[src/rtl/cache_rd_arbiter.sv]
// cache_rd_arbiter: shares one AXI4-Lite read port among N_REQ requesters, one transaction in flight.
// Latency: m_ar_valid one cycle after the requester AR handshake; R channel passes through combinationally.
// Backpressure: low s_r_ready of the winner holds DATA; CACHE_RD_ARB_FIXED_PRIO_EN selects fixed priority.
module cache_rd_arbiter #(
  parameter int ADDR_W = 32,
  parameter int DATA_W = 32,
  parameter int N_REQ  = 2,
  localparam int IDX_W = $clog2(N_REQ)
) (
  input  logic                    clk,
  input  logic                    rst,
  input  logic [N_REQ*ADDR_W-1:0] s_ar_addr,
  input  logic [N_REQ-1:0]        s_ar_valid,
  output logic [N_REQ-1:0]        s_ar_ready,
  output logic [N_REQ*DATA_W-1:0] s_r_data,
  output logic [N_REQ*2-1:0]      s_r_resp,
  output logic [N_REQ-1:0]        s_r_valid,
  input  logic [N_REQ-1:0]        s_r_ready,
  output logic [ADDR_W-1:0]       m_ar_addr,
  output logic                    m_ar_valid,
  input  logic                    m_ar_ready,
  input  logic [DATA_W-1:0]       m_r_data,
  input  logic [1:0]              m_r_resp,
  input  logic                    m_r_valid,
  output logic                    m_r_ready,
  output logic [IDX_W-1:0]        grant_idx,
  output logic                    busy
);

  typedef enum logic [1:0] {ST_IDLE, ST_ADDR, ST_DATA} state_t;

  state_t            state, state_nxt;
  logic              found;
  logic [IDX_W-1:0]  win;
  logic [ADDR_W-1:0] win_addr;
  int                cand;

`ifndef CACHE_RD_ARB_FIXED_PRIO_EN
  logic [IDX_W-1:0]  ptr;
`endif

  // Winner search: upward from ptr with wrap, or from index 0 in fixed-priority builds.
  always_comb begin
    found = 1'b0;
    win   = '0;
    cand  = 0;
    for (int k = 0; k < N_REQ; k++) begin
`ifdef CACHE_RD_ARB_FIXED_PRIO_EN
      cand = k;
`else
      cand = int'(ptr) + k;
      if (cand >= N_REQ) cand = cand - N_REQ;
`endif
      if (!found && s_ar_valid[cand[IDX_W-1:0]]) begin
        found = 1'b1;
        win   = IDX_W'(cand);
      end
    end
  end

  always_comb begin
    win_addr = '0;
    for (int k = 0; k < N_REQ; k++) begin
      if (win == IDX_W'(k)) win_addr = s_ar_addr[k*ADDR_W +: ADDR_W];
    end
  end

  always_ff @(posedge clk) begin
    if (rst) state <= ST_IDLE;
    else     state <= state_nxt;
  end

  always_comb begin
    state_nxt  = state;
    s_ar_ready = '0;
    s_r_valid  = '0;
    m_r_ready  = 1'b0;
    if (!rst) begin
      case (state)
        ST_IDLE: begin
          if (found) begin
            s_ar_ready[win] = 1'b1;
            state_nxt       = ST_ADDR;
          end
        end
        ST_ADDR: begin
          if (m_ar_valid && m_ar_ready) state_nxt = ST_DATA;
        end
        ST_DATA: begin
          m_r_ready            = s_r_ready[grant_idx];
          s_r_valid[grant_idx] = m_r_valid;
          if (m_r_valid && s_r_ready[grant_idx]) state_nxt = ST_IDLE;
        end
        default: state_nxt = ST_IDLE;
      endcase
    end
  end

  always_ff @(posedge clk) begin
    if (rst) begin
      m_ar_addr  <= '0;
      m_ar_valid <= 1'b0;
      grant_idx  <= '0;
`ifndef CACHE_RD_ARB_FIXED_PRIO_EN
      ptr        <= '0;
`endif
    end else begin
      if (state == ST_IDLE && found) begin
        m_ar_addr  <= win_addr;
        m_ar_valid <= 1'b1;
        grant_idx  <= win;
`ifndef CACHE_RD_ARB_FIXED_PRIO_EN
        ptr        <= (win == IDX_W'(N_REQ-1)) ? '0 : win + IDX_W'(1);
`endif
      end else if (state == ST_ADDR && m_ar_ready) begin
        m_ar_valid <= 1'b0;
      end
    end
  end

  // Response payload is broadcast; only the one-hot s_r_valid qualifies it.
  assign s_r_data = {N_REQ{m_r_data}};
  assign s_r_resp = {N_REQ{m_r_resp}};
  assign busy     = (state != ST_IDLE);

endmodule

[config.mk]
export PLATFORM = sky130hd
export DESIGN_NAME = cache_rd_arbiter
export DESIGN_NICKNAME = d
export VERILOG_FILES = /design/src/rtl/cache_rd_arbiter.sv
export SDC_FILE = /design/constraint.sdc
export NUM_CORES = 1
export LEC_CHECK = 0
export ABC_AREA = 1
export BUFFER_PORTS_ARGS = -buffer_cell sky130_fd_sc_hd__buf_2
export CAP_MARGIN = 20
export CORE_ASPECT_RATIO = 0.75
export CORE_MARGIN = 4
export CORE_UTILIZATION = 38
export DETAILED_ROUTE_END_ITERATION = 10
export GPL_TIMING_DRIVEN = 0
export PLACE_DENSITY = 0.86
export SETUP_SLACK_MARGIN = 0.4
export SYNTH_ARGS = -nofsm -noshare
export SYNTH_HDL_FRONTEND = slang
export SYNTH_SLANG_ARGS = --single-unit
[constraint.sdc]
create_clock -name clk -period 1.52 [get_ports clk]
set_input_delay 0.076 -clock clk [delete_from_list [all_inputs] [get_ports clk]]
set_output_delay 0.076 -clock clk [all_outputs]
set_load 0.01 [all_outputs]
Word-level counts from Yosys, hierarchy flattened
Index checks and enable logic that the tools add are counted.
{"block": "word_totals", "regBits": 37, "latch_bits": 0, "ramBits": 0, "romBits": 0, "in_bits": 106, "output_inout_bits": 108, "wordCells": 66, "mem_count": 0}
{"block": "op_classes", "addsub": 4, "multipliers": 0, "n_div": 0, "n_lt_le_gt_ge": 8, "n_eq_ne": 5, "shifts": 0, "mux": 31, "bitwise": 1, "n_reduce_logical": 12}
{"op": "$mux 32", "n": 1}
{"op": "$mux 1", "n": 19}
{"op": "$mux 2", "n": 8}
{"op": "$lt 1x2->1 const B", "n": 4}
{"op": "$logic_and 1x1->1", "n": 7}
{"op": "$ne 2x2->1 const B", "n": 3}
{"op": "$pmux 2 s3", "n": 1}
{"op": "$reduce_bool 2->1", "n": 2}
{"op": "$reduce_and 3->1", "n": 1}
{"op": "$add 1x1->2 const B", "n": 1}
{"op": "$and 2x2->2", "n": 1}
{"op": "$demux 1 s1", "n": 2}
{"op": "$eq 2x1->1 const B", "n": 1}
{"op": "$eq 2x2->1 const B", "n": 1}
{"op": "$ge 1x1->1 const B", "n": 2}
{"op": "$ge 1x2->1 const B", "n": 1}
{"op": "$ge 2x2->1 const B", "n": 1}
{"op": "$logic_not 2->1", "n": 1}
{"op": "$sub 1x1->1 const B", "n": 2}
{"op": "$add 1x1->1 const B", "n": 1}
{"op": "$logic_not 1->1", "n": 1}

Depth between registers and ports, before layout
Gate-level depths: netlist of the first run.
{"block": "depth", "depth_word": 15, "mapped_depth": 9, "ltp_nobuf": 8}

Least setup slack after synthesis of the first run
No wires, ideal clock.
{"block": "synth_path", "path_type": "reg-to-reg", "from": "register state[0]", "to": "register grant_idx", "setup_ns": 0.070, "arrival_ns": 1.172, "required_ns": 1.450, "path_slack_ns": 0.277, "path_stages_with_launch": 5, "path_buffers": 0, "period_less_slack_ns": 1.243, "cell_sequence": "dfxtp_1 nor2_8 inv_4 nor3_2 o21bai_1"}
{"block": "synth_via", "elab_chain_cells": 2}
{"item": "from (decl)", "line": "32", "rtl": "state_t state, state_nxt;"}
{"item": "from (signal assigned)", "line": "70", "rtl": "else state <= state_nxt;"}
{"item": "$logic_not 2->1", "line": "108", "rtl": "if (state == ST_IDLE && found) begin"}
{"item": "$logic_and 1x1->1", "line": "108"}
{"item": "to (signal assigned)", "line": "111", "rtl": "grant_idx <= win;"}
{"item": "to (decl)", "line": "26", "rtl": "output logic [IDX_W-1:0] grant_idx,"}
No other way between the ends.
A chain may end at the register's enable or synchronous reset.

Worst setup path after layout of the first run
{"block": "layout_path", "from": "register state[1]", "to": "register m_ar_addr[17]"}
{"block": "layout_via", "elab_chain_cells": 2}
{"item": "$logic_not 2->1", "line": "108"}
{"item": "$logic_and 1x1->1", "line": "108"}
{"item": "to (signal assigned)", "line": "109", "rtl": "m_ar_addr <= win_addr;"}
{"item": "to (decl)", "line": "19", "rtl": "output logic [ADDR_W-1:0] m_ar_addr,"}
No other way between the ends.

==> flow_metrics.py, run 1 <==
metrics = {
    "route": {
        "wl_um": 9109,
        "first_pass_iters": 5,
        "via_per_inst": 4.467,
        "drtAntennaViolNets": 0,
        "drcViolationCount": 0,
        "vias": 2975,
        "wire_per_inst_um": 13.68,
        "drt_iter0_drc": 83,
    },
    "timing": {
        "fin_tns_setup_ps": 0,
        "timing.fmax_mhz": 767.3,
        "timing.hold.ws_ps": 16.53,
        "fin_skew_ps": 5.207,
        "relSlewSlack_pct": 60.29,
        "rsz0062_at_grt": "yes",
        "setup_viol": 0,
        "fin_crit_sh_pct": 85.74,
        "tightest_slew_ps": 593.5,
        "period_minus_slack_ps": 1303,
        "slew_viol_final": 0,
        "final_hold_viol_count": 0,
    },
    "pwr": {
        "p_sw_share_pct": 34.25,
        "combPwrFrac_pct": 42.1,
        "p_int_mw": 2.100,
        "pwr-share-seq_pct": 36.4,
        "powerDensity_mw_per_mm2": 770.6,
        "total_power_mw": 3.194,
        "p_leak_nw": 2.478,
        "ir_drop_mv": 0.4582,
        "clock_power_share_pct": 21.5,
        "p_sw_mw": 1.094,
    },
    "floorplanning": {
        "ioPinCount": 214,
        "start_util_pct": 40.43,
        "dieArea_mm2": 0.007711,
        "fp.coreArea_mm2": 0.005976,
        "dieHeight_um": 77.06,
        "fp.dieW_um": 100.1,
        "rows": 24,
    },
    "worst_setup_path": {
        "path_cells": "nor2_8 > inv_6 > nor2_8 > buf_8 > nor2_1 > nor2_1 > nand2_1 > inv_1",
        "critPathCaptureType": "register",
        "path_buf_inv": 3,
        "critical_path_required_ps": 1750,
        "timing.rr.start": "state[1]",
        "critPathArrivalTime_ps": 1530,
        "slowest_delay_ps": 370,
        "r2r-end": "m_ar_addr[17]",
        "crit_type": "register to register",
        "cpMaxStageDelayCell": "dfxtp_4",
        "rr_worst_depth": 8,
        "crit_fanout": 7,
        "reg2reg_slack_ps": 220,
        "crit_family": "simple AND/OR/NAND/NOR gates",
        "setup.worst_path.start_class": "register",
    },
    "placed_design": {
        "portBuffers": 178,
        "place_area_mm2": 0.003423,
        "post-dp-hpwl_um": 6440,
        "place_congestion": 0.7797,
    },
    "worst_hold_path": {
        "hold_end": "m_ar_addr[6]",
        "min_from": "s_ar_addr[38]",
        "hp-class": "primary input to register",
        "holdPathStages": 3,
    },
    "logic_synthesis": {
        "syn_nets": 482,
        "syn-instance-count": 376,
        "ys_ff_latch": 37,
        "yosys_warnings": 0,
        "ys_types": 20,
        "avgSynthCellArea_um2": 6.426,
        "mappedNetlistArea_mm2": 0.002416,
        "synth.yosys.seq_area_share_pct": 30.66,
    },
    "clock_tree": {
        "cts_inserted_buffers": 5,
        "cts_root_buffer": "clkbuf_8",
        "clkTransAtPathRegs_ps": 70,
        "insertion_delay_ps": 280,
        "clkSinkCount": 37,
        "clock_path_buffers": 2,
        "cts_tree": "done",
        "h-tree-depth": 2,
    },
    "global_route": {
        "grt_start_max_net_pins": 11,
        "grt_pass1_vias": 3052,
        "grt_overflow": 0,
        "grt_pass1_wl_um": 13780,
        "grtUsageTotal_pct": 21.89,
        "antenna_found_initial": 0,
    },
    "layout": {
        "diodes": 0,
        "post-route-util_pct": 69.37,
        "final_area_mm2": 0.004145,
        "final_net_count": 694,
        "layout-drive-gt1-share_pct": 61.22,
        "areaGrowthSynthToFinish_pct": 71.57,
    },
    "status": {
        "status": "complete, no violations",
    },
    "flow_run": {
        "maxCapViolations": 0,
    },
}
==> per-stage QoR <==
step | setup WS (ps) | instances
6_report | 216.7 | 666
5_1_grt | 134.1 | 666
4_1_cts | 193.2 | 660
3_5_place_dp | 118.0 | 632
3_3_place_gp | 152.5 | 632
2_1_floorplan | 370.9 | 376
==> kinds of logic (layout without fill, tap and decap cells) <==
| family | count (synthesis) | count (layout) | share of synthesized area, % |
|---|---|---|---|
| buffers and inverters | 117 | 328 | 30.30 |
| AO/OA/AOI/OAI | 8 | 8 | 1.916 |
| flip-flops | 37 | 37 | 30.66 |
| AND/OR/NAND/NOR | 214 | 215 | 37.13 |
==> repair_timing <==
item	4_1_cts	5_1_grt
cloned	7	1
hold endpoints to repair	2	1
hold buffers	2	1
buffers inserted	12	4
pin swaps	18	40
endpoints found under the setup margin	39	43
resized for setup	49	70
==> flip-flops by register name (all words and copies together), names as in the netlist <==
register / cells
grant_idx: 1
m_ar_valid: 1
ptr: 1
state: 2
m_ar_addr: 32
==> worst max-delay path by stage <==
stage | end | startpoint | slack [ps] | cells past startpoint
finish | m_ar_addr[17] | state[1] | 220 | 8
global route | s_ar_ready[1] | ptr | 130 | 5
global placement | m_ar_addr[21] | ptr | 150 | 9
detailed placement | m_ar_addr[21] | ptr | 120 | 9
floorplan | m_ar_addr[10] | state[1] | 370 | 7
CTS | s_ar_ready[1] | ptr | 190 | 5
==> metal layers <==
metal | track usage (%) | vias up | wire, um
met4 | 5.653 | 0 | 122
li1 | - | 1498 | -
met3 | 3.717 | 12 | 610
met5 | 0 | - | 0
met1 | 24.77 | 1357 | 3494
met2 | 41.88 | 108 | 4881
==> synthesized netlist by cell type, drive strengths merged <==
library cell	count	share of area, %
nor2	57	10
buf	79	24
inv	36	5.7
nor3	3	0.83
o21bai	1	0.31
nand2	116	18
a21oi	6	1.2
nand4	2	0.52
dfxtp	37	31
nand3	36	7.5
clkbuf	2	0.31
o21ai	1	0.36
==> final cells by class <==
| type | count | area, um^2 |
|---|---|---|
| Fill cell | 523 | 1831 |
| Tap cell | 78 | 97.59 |
| Clock buffer | 7 | 86.33 |
| Sequential cell | 37 | 752.0 |
| Multi-Input combinational cell | 223 | 1270 |
| Inverter | 36 | 145.1 |
| Buffer | 81 | 638.1 |
| Timing Repair Buffer | 204 | 1156 |
==> worst reg2reg max path, cell delays in order, from the launching register on <==
cell and delay [ps]:
dfxtp_4 370, nor2_8 160, inv_6 70, nor2_8 230, buf_8 170, nor2_1 50
nor2_1 80, nand2_1 70, inv_1 50
==> cells in the final DEF (no fill, tap or decap), types with 9 or more instances in the layout <==
cell type    n
nand3_2     18
nor2_2      17
buf_2      178
nand2_4     10
buf_4       80
nor2_1      30
nor2_4       9
inv_1       32
nand3_1     18
nand2_1    100
dfxtp_1     34
buf_6       14
==> power by group through the flow <==
stage                     logic (mW)  registers (mW)  clock network (mW)
after global placement          1.02            1.16                   0
final                           1.35            1.16               0.685
after floorplan                0.598            1.21                   0
after CTS                       1.21            1.14               0.702
after global routing            1.47            1.18               0.743
after detailed placement        1.05            1.16                   0
No activity file was read; power rests on OpenSTA's default activity.
==> run 2, diff against run 1 <==
--- a/config.mk
+++ b/config.mk
@@ -6,6 +6,7 @@
 export NUM_CORES = 1
 export LEC_CHECK = 0
 export ABC_AREA = 1
+export ABC_CLOCK_PERIOD_IN_PS = 1520
 export BUFFER_PORTS_ARGS = -buffer_cell sky130_fd_sc_hd__buf_2
 export CAP_MARGIN = 20
 export CORE_ASPECT_RATIO = 0.75
@@ -13,7 +14,7 @@
 export CORE_UTILIZATION = 38
 export DETAILED_ROUTE_END_ITERATION = 10
 export GPL_TIMING_DRIVEN = 0
-export PLACE_DENSITY = 0.86
+export PLACE_DENSITY = 0.9
 export SETUP_SLACK_MARGIN = 0.4
 export SYNTH_ARGS = -nofsm -noshare
 export SYNTH_HDL_FRONTEND = slang
==> flow_metrics.py, run 2 (synthesis gave the netlist of run 1 again) <==
metrics = {
    "layout": {
        "final_area_mm2": 0.003996,
        "areaGrowthSynthToFinish_pct": 65.41,
        "regMostFlops": "m_ar_addr",
        "layout-drive-gt1-share_pct": 54.12,
        "final_common_cell": "buf_2",
        "final_cell_mix": "177 x buf_2, 113 x nand2_1, 81 x buf_4",
        "largest_reg_flops": 32,
        "diodes": 0,
        "biggestRegsByFlops": "m_ar_addr (32), state (2)",
        "post-route-util_pct": 66.88,
        "fillers": 531,
        "stdcell_count": 673,
        "final_net_count": 700,
    },
    "route": {
        "vias": 3017,
        "drt_iter0_drc": 98,
        "wire_per_inst_um": 13.26,
        "via_per_inst": 4.483,
        "first_pass_iters": 4,
        "drcViolationCount": 0,
        "wl_um": 8926,
        "drtAntennaViolNets": 0,
    },
    "clock_tree": {
        "clkTransAtPathRegs_ps": 80,
        "clock_path_buffers": 2,
        "clkSinkCount": 37,
        "cts_tree": "done",
        "insertion_delay_ps": 290,
        "cts_root_buffer": "clkbuf_8",
        "h-tree-depth": 2,
        "cts_inserted_buffers": 5,
    },
    "floorplanning": {
        "fp.coreArea_mm2": 0.005976,
        "dieArea_mm2": 0.007711,
        "dieHeight_um": 77.06,
        "start_util_pct": 40.43,
        "fp.dieW_um": 100.1,
        "rows": 24,
        "ioPinCount": 214,
    },
    "worst_setup_path": {
        "crit_fanout": 4,
        "reg2reg_slack_ps": 200,
        "critPathCaptureType": "primary output",
        "critPathArrivalTime_ps": 1310,
        "crit_type": "register to primary output",
        "setup.worst_path.start_class": "register",
        "critical_path_required_ps": 1440,
    },
    "timing": {
        "slew_viol_final": 0,
        "fin_crit_sh_pct": 91.13,
        "tightest_slew_ps": 637.7,
        "timing.hold.ws_ps": 6.729,
        "fin_tns_setup_ps": 0,
        "period_minus_slack_ps": 1385,
        "fin_skew_ps": 14.17,
        "timing.fmax_mhz": 721.9,
        "setup_viol": 0,
        "rsz0062_at_grt": "yes",
        "final_hold_viol_count": 0,
        "relSlewSlack_pct": 57.33,
    },
    "global_route": {
        "grt_start_max_net_pins": 13,
        "grt_pass1_vias": 2948,
        "grtUsageMet3_pct": 3.989,
        "grt_pass1_wl_um": 13770,
        "antenna_found_initial": 0,
        "busiest_layer": "met2",
        "grt_overflow": 0,
        "use_met1_pct": 25.03,
        "grtUsageTotal_pct": 21.79,
        "grtUsageMet2_pct": 41.34,
    },
    "placed_design": {
        "place_congestion": 0.7760,
        "post-dp-hpwl_um": 6682,
        "post-place-cells": 632,
        "portBuffers": 178,
        "place_area_mm2": 0.003423,
    },
    "pwr": {
        "ir_drop_mv": 0.4368,
        "powerDensity_mw_per_mm2": 784.8,
        "p_leak_nw": 2.427,
    },
    "status": {
        "status": "complete, no violations",
    },
    "worst_hold_path": {
        "hp-class": "primary input to register",
    },
    "flow_run": {
        "maxCapViolations": 0,
    },
}
-- run 2: changes by cell type in the layout (fill, tap and decap cells not counted), moves of 5 or more --
| cell | change |
|---|---|
| buf_6 | +7 |
| nand2_1 | +13 |
| nand2_2 | -5 |
| nand2_4 | -8 |
| nand3_1 | +12 |
| nand3_2 | -12 |
| nor2_1 | +18 |
| nor2_2 | -11 |
| nor2_4 | -7 |
-- run 2: worst max-delay path, stage by stage, from the launching register on --
cell and delay [ps]:
dfxtp_4 380, nor2_8 160, inv_6 70, nor3_4 230, buf_2 170
-- run 2: report_power, final --
group / internal [mW] / switching, mW / total [mW] / leakage [nW]
Clock: 0.317 / 0.363 / 0.680 / 0.0439
Combinational: 0.663 / 0.645 / 1.31 / 2.07
Sequential: 1.08 / 0.0697 / 1.15 / 0.309
-- run 2: area by class of cell --
cell class / count / area, um^2 / area share (%)
Timing Repair Buffer: 209 / 1211 / 30.31
Sequential cell: 37 / 752.0 / 18.82
Clock buffer: 5 / 68.82 / 1.722
Tap cell: 78 / 97.59 / 2.442
Multi-Input combinational cell: 224 / 1077 / 26.96
Clock inverter: 3 / 17.52 / 0.4383
Buffer: 81 / 626.9 / 15.69
Inverter: 36 / 145.1 / 3.632
-- run 2: routing by layer --
layer	wire, um	vias to the layer above
met5	0	-
met4	59	0
met3	621	6
met2	4851	119
met1	3394	1379
li1	-	1513
-- run 2: through the flow --
stage | setup WS, ps | power [mW]
floorplan | 370.9 | 1.810
global placement | 169.8 | 2.178
detailed placement | 119.0 | 2.215
CTS | 179.2 | 3.087
global route | 91.16 | 3.326
finish | 134.8 | 3.137
-- run 2: final timing paths --
check | start | end | cells past startpoint
setup / recovery | state[1] | s_ar_ready[1] | 4
hold / removal | s_ar_addr[6] | m_ar_addr[6] | 3
setup reg to reg | state[1] | m_ar_addr[11] | 8
hold reg to reg | m_ar_valid | m_ar_valid | 2
-- run 2: repair_timing --
item | 4_1_cts | 5_1_grt
hold endpoints to repair | 5 | 0
setup endpoints to repair | 38 | 42
gates cloned | 6 | 1
buffers inserted | 14 | 7
pin swaps | 21 | 5
hold buffers | 5 | 0
gates resized for setup | 48 | 12
